--- src/rtl/mat_4x4_stream_sequencer_if.sv ---
// Stream link between the matrix sequencer and its environment.
// Bundles the operand input channel and the result output channel.
//   in_valid/in_ready/in_data       : 4-bit operand beats, A then B, row-major
//   out_valid/out_ready/out_data    : 8-bit result beats, row-major
//   out_last                        : marks result element 15
// The sequencer uses the slave modport; the environment that feeds
// operands and consumes results uses the master modport.
interface mat_4x4_stream_sequencer_if;
  logic       in_valid;
  logic       in_ready;
  logic [3:0] in_data;
  logic       out_valid;
  logic       out_ready;
  logic [7:0] out_data;
  logic       out_last;

  modport slave (
    input  in_valid, in_data, out_ready,
    output in_ready, out_valid, out_data, out_last
  );

  modport master (
    output in_valid, in_data, out_ready,
    input  in_ready, out_valid, out_data, out_last
  );
endinterface

--- src/rtl/mat_4x4_stream_sequencer.sv ---
// Sequential front/back end for a combinational 4x4 matrix multiplier.
// Collects 32 operand beats (A row-major, then B row-major) into the
// registers driving the multiplier, samples the 16 products in a single
// CALC cycle, then streams them out one byte per beat.
//   clk      : single clock, rising edge
//   rst_n    : asynchronous active-low reset
//   stream   : operand/result handshake link (slave side)
//   a_flat   : registered A, element k at [4k+3:4k]
//   b_flat   : registered B, element k at [4k+3:4k]
//   res_flat : multiplier products, element k at [8k+7:8k]
//   busy     : a transaction is in progress
module mat_4x4_stream_sequencer (
  input  logic                               clk,
  input  logic                               rst_n,
  mat_4x4_stream_sequencer_if.slave          stream,
  output logic [63:0]                        a_flat,
  output logic [63:0]                        b_flat,
  input  logic [127:0]                       res_flat,
  output logic                               busy
);

  typedef enum logic [1:0] {
    LOAD  = 2'd0,
    CALC  = 2'd1,
    DRAIN = 2'd2
  } state_e;

  state_e         state_q, state_d;
  logic [4:0]     ld_cnt_q, ld_cnt_d;
  logic [3:0]     rd_idx_q, rd_idx_d;
  logic [63:0]    a_q, a_d;
  logic [63:0]    b_q, b_d;
  logic [127:0]   res_q, res_d;
  logic           in_hs;
  logic           out_hs;

  assign in_hs  = stream.in_valid  && (state_q == LOAD);
  assign out_hs = stream.out_ready && (state_q == DRAIN);

  // Next-state logic. ld_cnt wraps naturally from 31 back to 0, which is
  // exactly the reset-to-zero wanted when the last operand lands.
  always_comb begin
    state_d  = state_q;
    ld_cnt_d = ld_cnt_q;
    rd_idx_d = rd_idx_q;
    a_d      = a_q;
    b_d      = b_q;
    res_d    = res_q;
    case (state_q)
      LOAD: begin
        if (in_hs) begin
          if (ld_cnt_q[4] == 1'b0) begin
            a_d[{ld_cnt_q[3:0], 2'b00} +: 4] = stream.in_data;
          end else begin
            b_d[{ld_cnt_q[3:0], 2'b00} +: 4] = stream.in_data;
          end
          ld_cnt_d = ld_cnt_q + 5'd1;
          if (ld_cnt_q == 5'd31) begin
            state_d = CALC;
          end
        end
      end
      CALC: begin
        // Operands have been stable for this whole cycle, so the
        // multiplier output is settled when sampled here.
        res_d    = res_flat;
        rd_idx_d = 4'd0;
        state_d  = DRAIN;
      end
      DRAIN: begin
        if (out_hs) begin
          rd_idx_d = rd_idx_q + 4'd1;
          if (rd_idx_q == 4'd15) begin
            state_d = LOAD;
          end
        end
      end
      default: begin
        state_d = LOAD;
      end
    endcase
  end

  always_ff @(posedge clk or negedge rst_n) begin
    if (!rst_n) begin
      state_q  <= LOAD;
      ld_cnt_q <= 5'd0;
      rd_idx_q <= 4'd0;
      a_q      <= '0;
      b_q      <= '0;
      res_q    <= '0;
    end else begin
      state_q  <= state_d;
      ld_cnt_q <= ld_cnt_d;
      rd_idx_q <= rd_idx_d;
      a_q      <= a_d;
      b_q      <= b_d;
      res_q    <= res_d;
    end
  end

  // Outputs decode directly from registers, so they are glitch-free and
  // hold steady under output backpressure.
  assign stream.in_ready  = (state_q == LOAD);
  assign stream.out_valid = (state_q == DRAIN);
  assign stream.out_data  = res_q[{rd_idx_q, 3'b000} +: 8];
  assign stream.out_last  = (state_q == DRAIN) && (rd_idx_q == 4'd15);
  assign busy             = (state_q != LOAD) || (ld_cnt_q != 5'd0);
  assign a_flat           = a_q;
  assign b_flat           = b_q;

endmodule

--- src/flat_wrapper.sv ---
// flat-port wrapper written by rule: the top's interface ports become plain ports
module mat_4x4_stream_sequencer_flat 
  (clk, rst_n, a_flat, b_flat, res_flat, busy, stream_in_valid, stream_in_data, stream_out_ready, stream_in_ready, stream_out_valid, stream_out_data, stream_out_last);
  mat_4x4_stream_sequencer_if stream_i ();
  input  logic clk;
  input  logic rst_n;
  output logic [63:0] a_flat;
  output logic [63:0] b_flat;
  input  logic [127:0] res_flat;
  output logic busy;
  input wire logic [$bits(stream_i.in_valid)-1:0] stream_in_valid;
  input wire logic [$bits(stream_i.in_data)-1:0] stream_in_data;
  input wire logic [$bits(stream_i.out_ready)-1:0] stream_out_ready;
  output wire logic [$bits(stream_i.in_ready)-1:0] stream_in_ready;
  output wire logic [$bits(stream_i.out_valid)-1:0] stream_out_valid;
  output wire logic [$bits(stream_i.out_data)-1:0] stream_out_data;
  output wire logic [$bits(stream_i.out_last)-1:0] stream_out_last;
  assign stream_i.in_valid = stream_in_valid;
  assign stream_i.in_data = stream_in_data;
  assign stream_i.out_ready = stream_out_ready;
  assign stream_in_ready = stream_i.in_ready;
  assign stream_out_valid = stream_i.out_valid;
  assign stream_out_data = stream_i.out_data;
  assign stream_out_last = stream_i.out_last;
  mat_4x4_stream_sequencer u_core (.clk(clk), .rst_n(rst_n), .stream(stream_i), .a_flat(a_flat), .b_flat(b_flat), .res_flat(res_flat), .busy(busy));
endmodule
--- config.mk ---
export PLATFORM = sky130hd
export DESIGN_NAME = mat_4x4_stream_sequencer_flat
export DESIGN_NICKNAME = d
export VERILOG_FILES = /design/src/rtl/mat_4x4_stream_sequencer_if.sv /design/src/rtl/mat_4x4_stream_sequencer.sv /design/src/flat_wrapper.sv
export SDC_FILE = /design/constraint.sdc
export NUM_CORES = 1
export LEC_CHECK = 0
export ABC_AREA = 0
export BUFFER_PORTS_ARGS = -buffer_cell sky130_fd_sc_hd__clkbuf_2
export CAP_MARGIN = 20
export CORE_MARGIN = 2
export CORE_UTILIZATION = 30
export CTS_CLUSTER_SIZE = 40
export DETAILED_ROUTE_END_ITERATION = 10
export HOLD_SLACK_MARGIN = 0.08
export PLACE_DENSITY = 0.61
export SLEW_MARGIN = 15
export SYNTH_ARGS = -nofsm -noshare
export SYNTH_HDL_FRONTEND = slang
export SYNTH_SLANG_ARGS = --single-unit
export TNS_END_PERCENT = 20
--- constraint.sdc ---
create_clock -name clk -period 3.2 [get_ports clk]
set_input_delay 0.16 -clock clk [delete_from_list [all_inputs] [get_ports clk]]
set_output_delay 0.16 -clock clk [all_outputs]
set_load 0.05 [all_outputs]
Word level (Yosys, flattened, before mapping)
Index checks and enable logic that the tools add are counted.
{ "totals": {"regBits": 267, "word_cells": 43, "out_inout_bits": 140, "in_bits": 136} }
{ "classes": {"bitwise": 1, "n_shift": 3, "n_reduce_logical": 13, "mux": 9, "eq_ne": 8, "addsub": 3} }
{ "op_table": {"columns": ["cell", "n"], "rows": [
  ["$bwmux 64", 2],
  ["$shiftx 128x8->8", 1],
  ["$shift 4x8->64 const A", 1],
  ["$shiftx 4x8->64", 1],
  ["$mux 2", 4],
  ["$ne 2x1->1 const B", 4],
  ["$neg 6->8", 1],
  ["$pmux 4 s2", 1],
  ["$pmux 2 s3", 1],
  ["$reduce_and 3->1", 2],
  ["$add 5x1->5 const B", 1],
  ["$eq 5x5->1 const B", 1],
  ["$reduce_bool 5->1", 1],
  ["$add 4x1->4 const B", 1],
  ["$eq 4x4->1 const B", 1],
  ["$mux 4", 1],
  ["$reduce_and 2->1", 2],
  ["$reduce_and 4->1", 1],
  ["$reduce_bool 2->1", 2],
  ["$logic_and 1x1->1", 3],
  ["$eq 2x1->1 const B", 1],
  ["$eq 2x2->1 const B", 1],
  ["$logic_not 2->1", 1],
  ["$logic_or 1x1->1", 1],
  ["$not 1->1", 1]
]} }

Longest topological paths before layout
Gate-level depths: netlist (run 1).
{ "depth": {"word_depth": 4, "depth_mapped": 9, "ltp_nobuf": 6} }

Worst setup path before layout (run 1)
Ideal clock, no wire load.
{ "synth_timing": {"path_type": "register to register", "startpoint": "register u_core.ld_cnt_q[0]", "endpoint": "register u_core.b_q[12], in the netlist u_core.b_flat[12]", "path_slack_ns": 0.907, "path_buffers": 3, "stages_incl_launch_ff": 10, "setup_time_ns": 0.125, "synth_period_minus_slack_ns": 2.293, "required_ns": 3.075, "t_arrival_ns": 2.168, "cell_sequence": "dfrtp_1 -> buf_2 -> inv_1 -> ha_1 -> nand2b_1 -> and3_1 -> buf_6 -> and3_1 -> buf_2 -> mux2_4"} }
{ "synth_via": {"elab_chain_cells": 3, "word_cells_on_any_way": 4, "cone_classes": "add/sub (1); shift (2); mux (1)"} }
{ "synth_lines": {"columns": ["item", "line_no", "text"], "rows": [
  ["from (decl)", "mat_4x4_stream_sequencer.sv:29", "logic [4:0] ld_cnt_q, ld_cnt_d;"],
  ["from (signal assigned)", "mat_4x4_stream_sequencer.sv:94", "ld_cnt_q <= ld_cnt_d;"],
  ["$neg 6->8 (*)", "mat_4x4_stream_sequencer.sv:55", "b_d[{ld_cnt_q[3:0], 2'b00} +: 4] = stream.in_data;"],
  ["$shiftx 4x8->64 or $shift 4x8->64 (tied branches)", "mat_4x4_stream_sequencer.sv:55", null],
  ["$bwmux 64 (*)", "mat_4x4_stream_sequencer.sv:55", null],
  ["to (signal assigned)", "mat_4x4_stream_sequencer.sv:90", "b_q <= '0;"],
  ["to (signal assigned)", "mat_4x4_stream_sequencer.sv:97", "b_q <= b_d;"],
  ["to (decl)", "mat_4x4_stream_sequencer.sv:32", "logic [63:0] b_q, b_d;"]
]} }
Every way passes the cells marked *; elsewhere a longest branch is shown, timed or not.
A chain may end at the register's enable or synchronous reset.

Worst setup path after layout (run 1)
{ "layout_timing": {"startpoint": "register u_core.rd_idx_q[1]", "endpoint": "output port stream_out_data[5]"} }
{ "layout_via": {"elab_chain_cells": 1} }
{ "layout_lines": {"columns": ["item", "line_no", "text"], "rows": [
  ["from (decl)", "mat_4x4_stream_sequencer.sv:30", "logic [3:0] rd_idx_q, rd_idx_d;"],
  ["from (signal assigned)", "mat_4x4_stream_sequencer.sv:95", "rd_idx_q <= rd_idx_d;"],
  ["$shiftx 128x8->8", "mat_4x4_stream_sequencer.sv:106", "assign stream.out_data = res_q[{rd_idx_q, 3'b000} +: 8];"],
  ["to (decl)", "flat_wrapper.sv:16", "output wire logic [$bits(stream_i.out_data)-1:0] stream_out_data;"]
]} }
Every way passes these cells.

==> impl_metrics.toml, run 1 <==
[timing]
setup_viol = 0
min_period_over_period_pct = 90.5
timing.final.ws_setup_ns = 0.305
fmax_ghz = 0.345
clock_skew_ns = 0.0125
hold_viol = 0
fin_crit_ns = 2.90
finalMaxSlewViolations = 0
worst_pin_slew_ns = 0.762
slew_headroom_pct = 49.2
setup-tns-final_ns = 0
rsz0062_at_grt = "false"

[clock_network]
tritoncts_num_sinks = 267
ctsResizeCount = 0
clk_latency_ns = 0.56
clk_pin_slew_ns = 0.06
clock-root-buffer = "clkbuf_16"
cts_max_level = 1
cts_max_path_buffers = 3
cts_tree = "yes"
cts_buffers = 31

[floorplan]
dieArea_mm2 = 0.0401
core_area_mm2 = 0.0378
placementRows = 71
dieHeight_um = 200
ioPinCount = 276
die-width_um = 200
start_util_pct = 30.6

[layout]
utilization_pct = 41.8
nets = 1298
seq_area_mm2 = 0.00668
drive_gt1_share_pct = 53.6
fill_cells = 3472
syn_to_final_growth_pct = 36.5
n_antenna_cell = 0
multi_input_area_mm2 = 0.00463
fin_area_mm2 = 0.0158

[routing]
vias_per_cell = 4.64
wl_per_cell_um = 19.1
drc_errors = 0
first_iter_violations = 312
routed_wl_mm = 32.2
vias = 7826
ant_nets = 0
firstDrtPassIters = 4

[setup_path]
crit_type = "reg2out"
critPathMaxFanout = 29
endpoint_kind = "output pin"
crit_required_ns = 3.04
crit_buf_inv = 2
cp_top_family = "multiplexers"
crit_chain = "buf_12, mux4_2, a22oi_1, nand2_1, clkbuf_2"
crit_path_start_kind = "register"
r2r_setup_slack_ns = 0.56
cp_slowest_stage_delay_ns = 0.60
arrival_ns = 2.74
cp_slowest_cell = "mux4_2"

[placed_design]
dp_hpwl_mm = 22.4
placed_cell_area_mm2 = 0.0135
gp_congestion = 0.782
portBuffers = 275
dp_slack_ns = 0.583

[logic_synthesis]
synth_area_mm2 = 0.0115
synth_cell_types = 41
netlist_instances = 754
yosysSeqAreaShare_pct = 57.9
synth-seq-cells = 267
yosysTopAreaCell = "dfrtp_1"
synth_edf_count = 0
synth_nets = 895
synth_area_per_cell_um2 = 15.3
synth_area_leaders = "dfrtp_1 58%, mux2_2 24%, mux4_2 6.2%, buf_2 1.2%, and3_1 1.1%"
yosys_warnings = 0
synthFlopType = "dfrtp_1"
synth.top_cell.area_share_pct = 57.9
synthArstFlopShare_pct = 100

[status]
status = "finished, final reports clean"

[power_and_ir_drop]
peakVddDrop_mv = 0.694
leakage_nw = 7.83
cellPowerDensity_mw_per_mm2 = 926

[global_route]
grt_max_degree = 130
gr-total-overflow = 0
grt_use_total_pct = 16.0
grt_antenna_before_repair = 0
grt_pass1_wl_mm = 50.2
grt_pass1_vias = 8361

[run]
drv_cap = 0

[worst_hold_path]
hp-class = "in2async"
## routing by layer
| metal | up-vias | global-route usage [%] | share of wire, % |
|---|---|---|---|
| met5 | - | 0 | 0 |
| li1 | 3570 | - | - |
| met2 | 192 | 25.3 | 46 |
| met4 | 0 | 4.56 | 2.8 |
| met3 | 56 | 3.11 | 4.4 |
| met1 | 4008 | 22.3 | 47 |
## cell usage in the layout (no fill, tap or decap), drive strengths merged, types with 7 or more instances in the layout
master / count
nor2b: 9
o211ai: 7
a22oi: 16
dlygate4sd3: 131
dfrtp: 267
nand4: 8
and3: 22
mux4: 32
nor2: 10
clkbuf: 313
clkinv: 8
nand3: 11
buf: 11
mux2: 258
nand2: 16
## power breakdown
group	total [mW]	switching, mW	internal (mW)
clock network	3.33	1.40	1.93
logic	6.08	4.02	2.06
registers	5.19	0.715	4.47
## timing repair
action | 4_1_cts | 5_1_grt
setup buffers | 0 | 0
endpoints found under the setup margin | 0 | 0
hold buffers | 131 | 0
hold endpoints to repair | 268 | 0
## registers in the layout, summed over array words and instances (netlist names)
register / cells
u_core.ld_cnt_q: 5
u_core.rd_idx_q: 4
u_core.res_q: 128
u_core.b_flat: 64
u_core.a_flat: 64
u_core.state_q: 2
## metrics by stage
stage	total power, mW	hold slack (ns)	cells
2_1_floorplan	9.47	-0.136	754
4_1_cts	14.8	0.137	1687
3_3_place_gp	11.1	0.148	1504
6_report	14.6	0.151	1687
5_1_grt	15.4	0.178	1687
3_5_place_dp	11.2	0.155	1504
## cell type report
cell class,instances,share of cell area (%)
Clock buffer,39,5.37
Clock inverter,13,0.706
Inverter,5,0.119
Multi-Input combinational cell,436,29.4
Sequential cell,267,42.4
Tap cell,511,4.06
Timing Repair Buffer,416,18.0
## synthesized netlist by cell type (all sizes together) (2+ instances only)
master  count
nand4       8
xnor2       3
o21ai       4
a21o        2
mux4       32
xor2        3
mux2      258
a21oi       6
nand3      11
buf        33
nor2       10
o211ai      7
nor4b       2
and4        3
and3       22
ha          5
inv         5
and2        5
nand2      16
clkbuf     13
dfrtp     267
nor2b       9
nand2b      4
a22oi      16
nor3        5
## kinds of logic after synthesis
logic type / count (synthesis) / share of synthesized area (%)
buf+inv: 51 / 2.12
simple gates: 99 / 5.14
mux: 290 / 31.5
fa+ha+maj: 5 / 0.542
compound gates: 36 / 2.30
flops: 267 / 57.9
xor+xnor: 6 / 0.520
## path summary, 6_finish.rpt
kind,startpoint,to,depth (start not counted)
worst max-delay path,u_core.rd_idx_q[1],stream_out_data[5],5
worst min-delay path,rst_n,u_core.b_flat[55],2
worst max register to register,u_core.ld_cnt_q[1],u_core.b_flat[1],6
worst min register to register,u_core.res_q[102],u_core.res_q[102],1
max in group asynchronous,rst_n,u_core.res_q[88],3
min in group clk,stream_in_data[2],u_core.a_flat[58],2
No activity file was read; power rests on OpenSTA's default activity.
==> inputs of run 2 (changes only) <==
--- a/config.mk
+++ b/config.mk
@@ -7,7 +7,6 @@
 export LEC_CHECK = 0
 export ABC_AREA = 0
 export BUFFER_PORTS_ARGS = -buffer_cell sky130_fd_sc_hd__clkbuf_2
-export CAP_MARGIN = 20
 export CORE_MARGIN = 2
 export CORE_UTILIZATION = 30
 export CTS_CLUSTER_SIZE = 40
==> constraint.sdc (replaced) <==
create_clock -name clk -period 3.3 [get_ports clk]
set_input_delay 0.165 -clock clk [delete_from_list [all_inputs] [get_ports clk]]
set_output_delay 0.165 -clock clk [all_outputs]
set_load 0.05 [all_outputs]
==> impl_metrics.toml, run 2 (synthesized netlist as in run 1, its figures left out) <==
[setup_path]
crit_type = "reg2out"
crit_path_start_kind = "register"
crit_required_ns = 3.13
endpoint_kind = "output pin"
arrival_ns = 2.66
critPathMaxFanout = 29

[timing]
hold_viol = 0
clock_skew_ns = 0.0200
worst_pin_slew_ns = 0.809
setup_viol = 0
fin_crit_ns = 2.82
setup-tns-final_ns = 0
slew_headroom_pct = 46.1
finalMaxSlewViolations = 0
min_period_over_period_pct = 85.6
whs_ns = 0.266
rsz0062_at_grt = "false"
fmax_ghz = 0.354

[layout]
nets = 1304
fill_cells = 3454
final_cells = 1700
syn_to_final_growth_pct = 39.0
largest_reg_flops = 128
final_cell_mix = "274 x clkbuf_2, 265 x dfrtp_1, 251 x mux2_2, 131 x dlygate4sd3_1, 37 x clkbuf_16"
utilization_pct = 42.5
layout_commonest_cell = "clkbuf_2"
largest_register = "u_core.res_q"
drive_gt1_share_pct = 54.0

[routing]
drc_errors = 0
wl_per_cell_um = 19.4
vias_per_cell = 4.71
ant_nets = 0
first_iter_violations = 325
firstDrtPassIters = 5
vias = 8011
routed_wl_mm = 33.0

[global_route]
grt_use_total_pct = 16.7
grt_pass1_wl_mm = 51.7
grt_max_degree = 105
grt_pass1_vias = 8795
grt_antenna_before_repair = 1
gr-total-overflow = 0

[run]
drv_cap = 0

[floorplan]
die-width_um = 200
start_util_pct = 30.6
core_area_mm2 = 0.0378
placementRows = 71
dieHeight_um = 200
dieArea_mm2 = 0.0401
ioPinCount = 276

[power_and_ir_drop]
peakVddDrop_mv = 0.823
leakage_nw = 7.99
cellPowerDensity_mw_per_mm2 = 928

[placed_design]
dp_hpwl_mm = 22.9
placed_cells = 1507
gp_congestion = 0.785
portBuffers = 275

[clock_network]
clock-root-buffer = "clkbuf_16"
clk_pin_slew_ns = 0.06
cts_buffers = 34
clk_latency_ns = 0.52
tritoncts_num_sinks = 267
cts_tree = "yes"
cts_max_level = 2
cts_max_path_buffers = 3

[status]
status = "finished, final reports clean"

[worst_hold_path]
hp-class = "in2reg"
## run 2: changes by cell type in the layout (fill, tap and decap cells not counted), sizes merged
cell / delta
clkbuf: +6
bufinv: +4
clkinvlp: -4
buf: +3
clkinv: +3
diode: +1
## run 2: worst paths after layout
path	start	to	slack, ns	depth (start not counted)
worst max-delay path	u_core.rd_idx_q[1]	stream_out_data[5]	0.48	5
worst min-delay path	stream_in_data[3]	u_core.b_flat[11]	0.27	2
worst max register to register	u_core.ld_cnt_q[1]	u_core.b_flat[0]	0.68	6
worst min register to register	u_core.b_flat[7]	u_core.b_flat[7]	0.50	1
max in group asynchronous	rst_n	u_core.res_q[7]	2.22	3
min in group asynchronous	rst_n	u_core.a_flat[42]	0.33	2
## run 2: cell type report
cell class	instances	area [um^2]	share of cell area (%)
multi-input cells	436	4630	28.8
clock inverters	16	228	1.42
diodes	1	2.50	0.0156
well taps	511	639	3.98
clock buffers	45	986	6.14
flip-flops and latches	267	6680	41.6
inverters	5	18.8	0.117
repair buffers	419	2870	17.9
## run 2: where the power goes
part	switching, mW	total, mW	internal (mW)
sequential	0.734	5.07	4.34
combinational	3.89	5.88	1.99
clock	1.44	3.95	2.51
total	6.07	14.9	8.84
## run 2: through the flow
stage / worst slack [ns] / cell area, um^2 / power (mW)
after global routing: 0.318 / 16100 / 15.7
after detailed placement: 0.670 / 13500 / 10.9
after floorplan: 1.01 / 11500 / 9.19
after CTS: 0.348 / 16100 / 15.1
final: 0.476 / 16100 / 14.9
after global placement: 0.640 / 13500 / 10.8
## run 2: what timing repair did
item | in CTS | in global routing
resized for setup | 0 | 0
endpoints found under the hold margin | 233 | 0
hold buffers | 131 | 0
buffers inserted | 0 | 0
## run 2: worst max-delay path, cell delays in order (launching register included)
cell	delay, ns
dfrtp_2	0.55
buf_12	0.31
mux4_2	0.60
a22oi_1	0.30
nand2_1	0.11
clkbuf_2	0.25
## run 2: metal layers
layer	GRT usage (%)	vias to the layer above	wire, um
li1	-	3606	-
met2	26.4	240	15400
met3	3.68	68	1700
met5	0	-	0
met4	6.98	0	1020
met1	22.3	4097	14900
